[config.mk]
export PLATFORM = sky130hd
export DESIGN_NAME = bcd_counter_updn
export DESIGN_NICKNAME = d
export VERILOG_FILES = /design/src/rtl/bcd_counter_updn.sv
export SDC_FILE = /design/constraint.sdc
export NUM_CORES = 1
export LEC_CHECK = 0
export CAP_MARGIN = 20
export CORE_AREA = 2 2 61 63
export DETAILED_ROUTE_END_ITERATION = 6
export DIE_AREA = 0 0 63 65
export PLACE_DENSITY = 0.89
export SKIP_CTS_REPAIR_TIMING = 1
export SKIP_LAST_GASP = 1
export SYNTH_ARGS = -nofsm -noshare
export SYNTH_HDL_FRONTEND = slang
export SYNTH_SLANG_ARGS = --single-unit
export TNS_END_PERCENT = 1
[constraint.sdc]
create_clock -name clk -period 2.4 [get_ports clk]
set_input_delay 0.24 -clock clk [delete_from_list [all_inputs] [get_ports clk]]
set_output_delay 0.24 -clock clk [all_outputs]
set_load 0.05 [all_outputs]
[src/rtl/bcd_counter_updn.sv]
// N-digit synchronous BCD up/down counter with clear, parallel load, per-digit
// advance enables, terminal-count carry and a sticky wrap/saturation flag.
module bcd_counter_updn #(
  parameter int DIGITS    = 4,
  parameter bit WRAP_STOP = 1'b0,
  localparam int QW       = 4 * DIGITS,
  localparam int ENA_W    = (DIGITS > 1) ? DIGITS - 1 : 1
) (
  input  logic             clk,
  input  logic             reset,
  input  logic             clr,
  input  logic             load,
  input  logic [QW-1:0]    load_val,
  input  logic             en,
  input  logic             up_dn,
  output logic [QW-1:0]    q,
  output logic [ENA_W-1:0] ena,
  output logic             carry_out,
  output logic             wrapped
);

  logic            count;
  logic            run;
  logic [DIGITS:0] chain;
  logic [QW-1:0]   q_step;
  logic [QW-1:0]   q_load;

  function automatic logic [3:0] bcd_clamp(input logic [3:0] d);
    return (d > 4'd9) ? 4'd9 : d;
  endfunction

  function automatic logic [3:0] bcd_step(input logic [3:0] d, input logic up);
    if (up) return (d == 4'd9) ? 4'd0 : d + 4'd1;
    return (d == 4'd0) ? 4'd9 : d - 4'd1;
  endfunction

  assign count = en & ~clr & ~load;

  // chain[i] is high when every digit below i sits at the terminal value for
  // the current direction; each nibble steps on its own, no binary carry.
  always_comb begin
    run    = 1'b1;
    chain  = '0;
    q_step = q;
    q_load = '0;
    for (int i = 0; i < DIGITS; i++) begin
      chain[i] = run;
      run      = run & (up_dn ? (q[4*i +: 4] == 4'd9) : (q[4*i +: 4] == 4'd0));
      q_step[4*i +: 4] = chain[i] ? bcd_step(q[4*i +: 4], up_dn) : q[4*i +: 4];
      q_load[4*i +: 4] = bcd_clamp(load_val[4*i +: 4]);
    end
    chain[DIGITS] = run;
  end

  generate
    if (DIGITS > 1) begin : g_ena
      assign ena = {ENA_W{count}} & chain[DIGITS-1:1];
    end else begin : g_no_ena
      assign ena = 1'b0;
    end
  endgenerate

  assign carry_out = count & chain[DIGITS];

  always_ff @(posedge clk or negedge reset) begin
    if (!reset) begin
      q       <= '0;
      wrapped <= 1'b0;
    end else if (clr) begin
      q       <= '0;
      wrapped <= 1'b0;
    end else if (load) begin
      q <= q_load;
    end else if (count) begin
      // In saturating mode the terminal value is held instead of wrapping.
      if (!(carry_out && WRAP_STOP)) q <= q_step;
      if (carry_out) wrapped <= 1'b1;
    end
  end

endmodule

After elaboration in Yosys (flattened, before gate mapping)
Cells that the tools add are included.
{"block": "word_totals", "word_cells": 80, "regBits": 17, "out_inout_bits": 21, "inputBits": 22}
{"block": "op_classes", "n_reduce_logical": 14, "eq_ne": 5, "order_cmp": 4, "n_addsub": 8, "muxes": 35, "bitwise_logic": 9}
{"op": "4-bit 2-to-1 mux", "count": 23}
{"op": "16-bit 2-to-1 mux", "count": 3}
{"op": "4-bit by 1-bit adder with 4-bit output (second input constant)", "count": 4}
{"op": "4-bit == test (second input constant)", "count": 4}
{"op": "4-bit greater-than comparator (second input constant)", "count": 4}
{"op": "4-bit logical NOT", "count": 4}
{"op": "4-bit by 1-bit subtractor with 4-bit output (second input constant)", "count": 4}
{"op": "3-bit nonzero test", "count": 4}
{"op": "1-bit 2-to-1 mux", "count": 9}
{"op": "1-bit bitwise AND", "count": 6}
{"op": "2-bit AND reduction", "count": 3}
{"op": "2-bit nonzero test", "count": 2}
{"op": "3-bit bitwise AND", "count": 1}
{"op": "3-bit AND reduction", "count": 1}
{"op": "2-bit != test (second input constant)", "count": 1}
{"op": "1-bit NOT", "count": 2}

Logic depth before layout (Yosys ltp)
Gate-level depths: netlist of the first run.
{"block": "logic_depth", "ltp_word": 10, "ltp_mapped": 8, "mapped_depth_nobuf": 7}

Worst setup path before layout of the first run
OpenSTA, ideal clock, no wires.
{"block": "synth_path", "kind": "register to output", "startpoint": "register q[0]", "endpoint": "output port ena[2]", "path_slack_ns": -0.650, "stages_incl_launch_ff": 8, "arrival_time_ns": 2.810, "n_path_buf": 1, "required_ns": 2.160, "cell_sequence": "dfrtp_1 > inv_1 > ha_1 > nor3b_2 > o211ai_2 > buf_6 > or2_4 > nor3_1"}
{"block": "synth_via", "elab_chain_cells": 5, "word_cells_on_any_way": 6, "classes_between": "eq/ne (1); mux (1); bitwise (3); reduce/logical (1)"}
{"item": "from (decl)", "line": "16", "text": "output logic [QW-1:0] q,"}
{"item": "from (signal assigned)", "line": "73", "text": "q <= q_load;"}
{"item": "from (signal assigned)", "line": "76", "text": "if (!(carry_out && WRAP_STOP)) q <= q_step;"}
{"item": "4-bit == test / 4-bit logical NOT (equally long branches)", "line": "48", "text": "run = run & (up_dn ? (q[4*i +: 4] == 4'd9) : (q[4*i +: 4] == 4'd0));"}
{"item": "1-bit 2-to-1 mux (*)", "line": "48"}
{"item": "1-bit bitwise AND (*) (2 in a row)", "line": "48"}
{"item": "3-bit bitwise AND (*)", "line": "57", "text": "assign ena = {ENA_W{count}} & chain[DIGITS-1:1];"}
{"item": "to (decl)", "line": "17", "text": "output logic [ENA_W-1:0] ena,"}
Mark *: on every way between the ends. The rest lies on a longest branch, timed or not.

Worst setup path after layout of the first run
{"block": "layout_path", "startpoint": "input port up_dn", "endpoint": "output port carry_out"}
{"block": "layout_via", "elab_chain_cells": 5, "word_cells_on_any_way": 8, "classes_between": "mux (4); bitwise (4)"}
{"item": "from (decl)", "line": "15", "text": "input logic up_dn,"}
{"item": "1-bit 2-to-1 mux", "line": "48"}
{"item": "1-bit bitwise AND (2 in a row)", "line": "48"}
{"item": "1-bit bitwise AND (*)", "line": "48"}
{"item": "1-bit bitwise AND (*)", "line": "63", "text": "assign carry_out = count & chain[DIGITS];"}
{"item": "to (decl)", "line": "18", "text": "output logic carry_out,"}
Marks and branches as above.

==> impl_metrics.json, run 1 <==
{
  "status": "finished, final reports clean",
  "placeableCoreArea_um2": 3500,
  "portion_of_total_power_attributed_to_sequential_cells_pct": 38.7,
  "critPathLaunchType": "input pin",
  "finalCritPeriodShare_pct": 95.4,
  "drt-total-wl_mm": 4.45,
  "cts.sinks": 17,
  "die_width_um": 63,
  "syn_inst": 217,
  "cts.root.buffer_cell": "clkbuf_4",
  "floorplan.die.height_um": 65,
  "detailedRoute.firstPassIterationCount": 4,
  "total_die_area_um2": 4100,
  "cpLargestDelayFamily": "buffers and inverters",
  "grt.overflow.total": 0,
  "power.leakage_nw": 0.876,
  "vias": 1806,
  "pin_count_of_the_biggest_net_entering_global_routing": 18,
  "synth.yosys.seq_area_share_pct": 26.3,
  "hold_path.class": "input pin to asynchronous set/reset pin",
  "vias_in_the_first_global_route": 1616,
  "cp_cell_sequence": "clkdlybuf4s50_1 -> buf_4 -> and3_1 -> o21ai_0 -> nor4_4 -> buf_12",
  "arrival_ns": 2.05,
  "fillCellCount": 313,
  "place_worst_setup_slack_ns": 0.112,
  "netSwitchingFraction_pct": 40.4,
  "gp_congestion": 0.953,
  "route.antenna.remaining_nets": 0,
  "setup_violations": 0,
  "clock_path_buffers": 2,
  "worst_reg2reg_endpoint": "q[13]",
  "fin_util_pct": 64.0,
  "routed_via_density": 5.90,
  "io_pins": 43,
  "detail_route.drc_violations": 0,
  "dr.first_iter.drc_count": 166,
  "yosys.cell_types.count": 54,
  "yosysWarningCount": 0,
  "nNetsFinal": 284,
  "clock-skew-final_ns": 0.00270,
  "placementRows": 22,
  "r2r_cells": 8,
  "mappedNetlistNets": 242,
  "final_layout_size_suffix_gt1_share_pct": 15.1,
  "crit_slowest_cell": "clkdlybuf4s50_1",
  "timing.final.hold_violations": 0,
  "postSynth.topFlopCell": "dfrtp_1",
  "comb_power_share_pct": 42.2,
  "avgRoutedWirePerCell_um": 14.5,
  "pins_over_slew_limit": 0,
  "final.setup.worst_slack_ns": 0.110,
  "io_buffers": 42,
  "maxCapViolations": 0,
  "relSlewSlack_pct": 47.1,
  "detailedPlacementHpwl_mm": 3.22,
  "clock_power_share_pct": 19.1,
  "clock_latency_on_the_worst_skew_pair_ns": 0.31,
  "vdd_ir_drop_max_uv": 255,
  "cts_buffers": 3,
  "setup.worst_path.end_class": "output pin",
  "critPathKind": "input pin to output pin",
  "asr_flop_ratio_synth_pct": 100,
  "grt_antenna_before_repair": 0,
  "time_the_worst_path_needs_with_i_o_delays_and_setup_ns": 2.29,
  "critical_path.max_stage_delay_ns": 0.61,
  "rsz0062_at_grt": "false",
  "number_of_diodes": 0,
  "cp_num_buf_inv": 3,
  "clock_tree_from_tritoncts": "built",
  "whs_ns": 0.370,
  "path_clk_slew_ns": 0.11,
  "worst-endpoint-required_ns": 2.16,
  "post_synth.cell_area_avg_um2": 7.46,
  "netSwitchingPower_uw": 364,
  "initial_cell_density_of_the_core_pct": 46.3,
  "transition_time_at_the_pin_with_the_least_slew_margin_ns": 0.790,
  "finish.instance_area_um2": 2240,
  "ys_ff_latch": 17,
  "detailed_place.area_um2": 2170,
  "area.growth.synth_to_final_pct": 38.4,
  "h-tree-depth": 1,
  "reg2reg_from": "q[0]",
  "grt_first_pass_wirelength_mm": 7.42,
  "groute.usage.overall_pct": 22.7,
  "rrSetupSlack_ns": 0.38,
  "synth_enable_flop_cells": 0,
  "achievable-frequency_ghz": 0.437,
  "power-per-cell-area_nw_per_um2": 402,
  "internal_power_uw": 536,
  "synthesis.area_um2": 1620,
  "crit_path_max_fanout": 17
}
-- metrics by stage --
stage | setup TNS, ns | cells | total power [mW]
floorplan | -0.0775 | 217 | 0.587
global placement | 0 | 297 | 0.710
detailed placement | 0 | 297 | 0.718
CTS | -0.0572 | 301 | 0.883
global route | 0 | 306 | 0.951
finish | 0 | 306 | 0.901
-- final cells by class --
class	instances	area [um2]	area share (%)
multi-input cells	168	1100	49.2
inverters	12	50.0	2.24
repair buffers	57	573	25.6
clock buffers	4	26.3	1.17
well taps	48	60.1	2.68
flip-flops and latches	17	428	19.1
-- power by group through the flow --
stage	registers, mW	logic, mW	clock network (mW)
6_report	0.348	0.380	0.172
3_5_place_dp	0.356	0.362	0
2_1_floorplan	0.392	0.196	0
5_1_grt	0.353	0.412	0.186
3_3_place_gp	0.353	0.357	0
4_1_cts	0.350	0.364	0.169
-- worst reg2reg max path, cell delays in order, from the launching register on --
cell and delay, ns:
dfrtp_2 0.47, inv_4 0.10, ha_4 0.16, nor3b_2 0.18, o211ai_2 0.10, buf_4 0.19
nor3_2 0.39, mux2i_1 0.22, o21ai_0 0.09
-- sequential cells by signal, summed over array words and instances, names as in the netlist --
signal   cells
wrapped      1
q           16
-- cell usage in the layout, fill, tap and decap left out, types with 5 or more instances in the layout --
master	count
inv_1	10
a221oi_1	5
a31oi_1	6
nor3_1	7
nor2_1	22
o21ai_0	13
nand3_1	6
nand2b_1	5
dfrtp_1	15
buf_4	15
clkdlybuf4s50_1	38
o22ai_1	5
a21oi_1	14
nand2_1	16
-- synthesized netlist by cell type, drive strengths merged (3+ instances only) --
master  count  area [um2]
nor2       23        88.8
dfrtp      17         425
nand2      16        60.1
o21ai      15        75.1
a21oi      14        70.1
clkbuf     13        50.0
inv        12        45.0
nor3        9        50.1
buf         7        41.3
a31oi       6        37.5
nand3       6        30.0
a221oi      5        43.8
nand2b      5        31.3
o22ai       5        31.3
or2         5        33.8
and3        4        25.0
mux2i       4        40.0
nand3b      4        30.0
a211oi      3        22.5
and2        3        18.8
ha          3        37.5
nor4        3        25.0
o31ai       3        22.5
-- how the worst max path moves through the flow --
| stage | startpoint | end | slack [ns] | depth (start not counted) |
|---|---|---|---|---|
| finish | up_dn | carry_out | 0.11 | 6 |
| CTS | q[0] | carry_out | -0.06 | 7 |
| detailed placement | up_dn | carry_out | 0.11 | 6 |
| global route | q[0] | carry_out | 0.01 | 7 |
| floorplan | q[0] | carry_out | -0.05 | 7 |
| global placement | up_dn | carry_out | 0.17 | 6 |
-- cell families (layout without fill, tap and decap cells) --
logic type | count (synthesis) | count (layout) | share of synthesized area [%]
xor gates and xnor gates | 3 | 3 | 1.62
adders and majority gates | 3 | 3 | 2.32
and+or+nand+nor | 86 | 86 | 28.2
DFF | 17 | 17 | 26.3
AOI/OAI and AO/OA | 72 | 72 | 30.7
muxes | 4 | 4 | 2.47
buffers and inverters | 32 | 73 | 8.43
-- metal layers --
layer | GRT usage, % | part of all wire [%]
met1 | 29.9 | 44
met2 | 35.9 | 48
met3 | 3.13 | 5.3
met4 | 12.2 | 2.7
met5 | 0 | 0
Power figures use the tool's default switching activity.
==> run 2, diff against run 1 <==
--- a/config.mk
+++ b/config.mk
@@ -5,7 +5,6 @@
 export SDC_FILE = /design/constraint.sdc
 export NUM_CORES = 1
 export LEC_CHECK = 0
-export CAP_MARGIN = 20
 export CORE_AREA = 2 2 61 63
 export DETAILED_ROUTE_END_ITERATION = 6
 export DIE_AREA = 0 0 63 65
==> results of run 2 <==
Same layout as run 1: the final DEF is identical, and so are final timing and power.
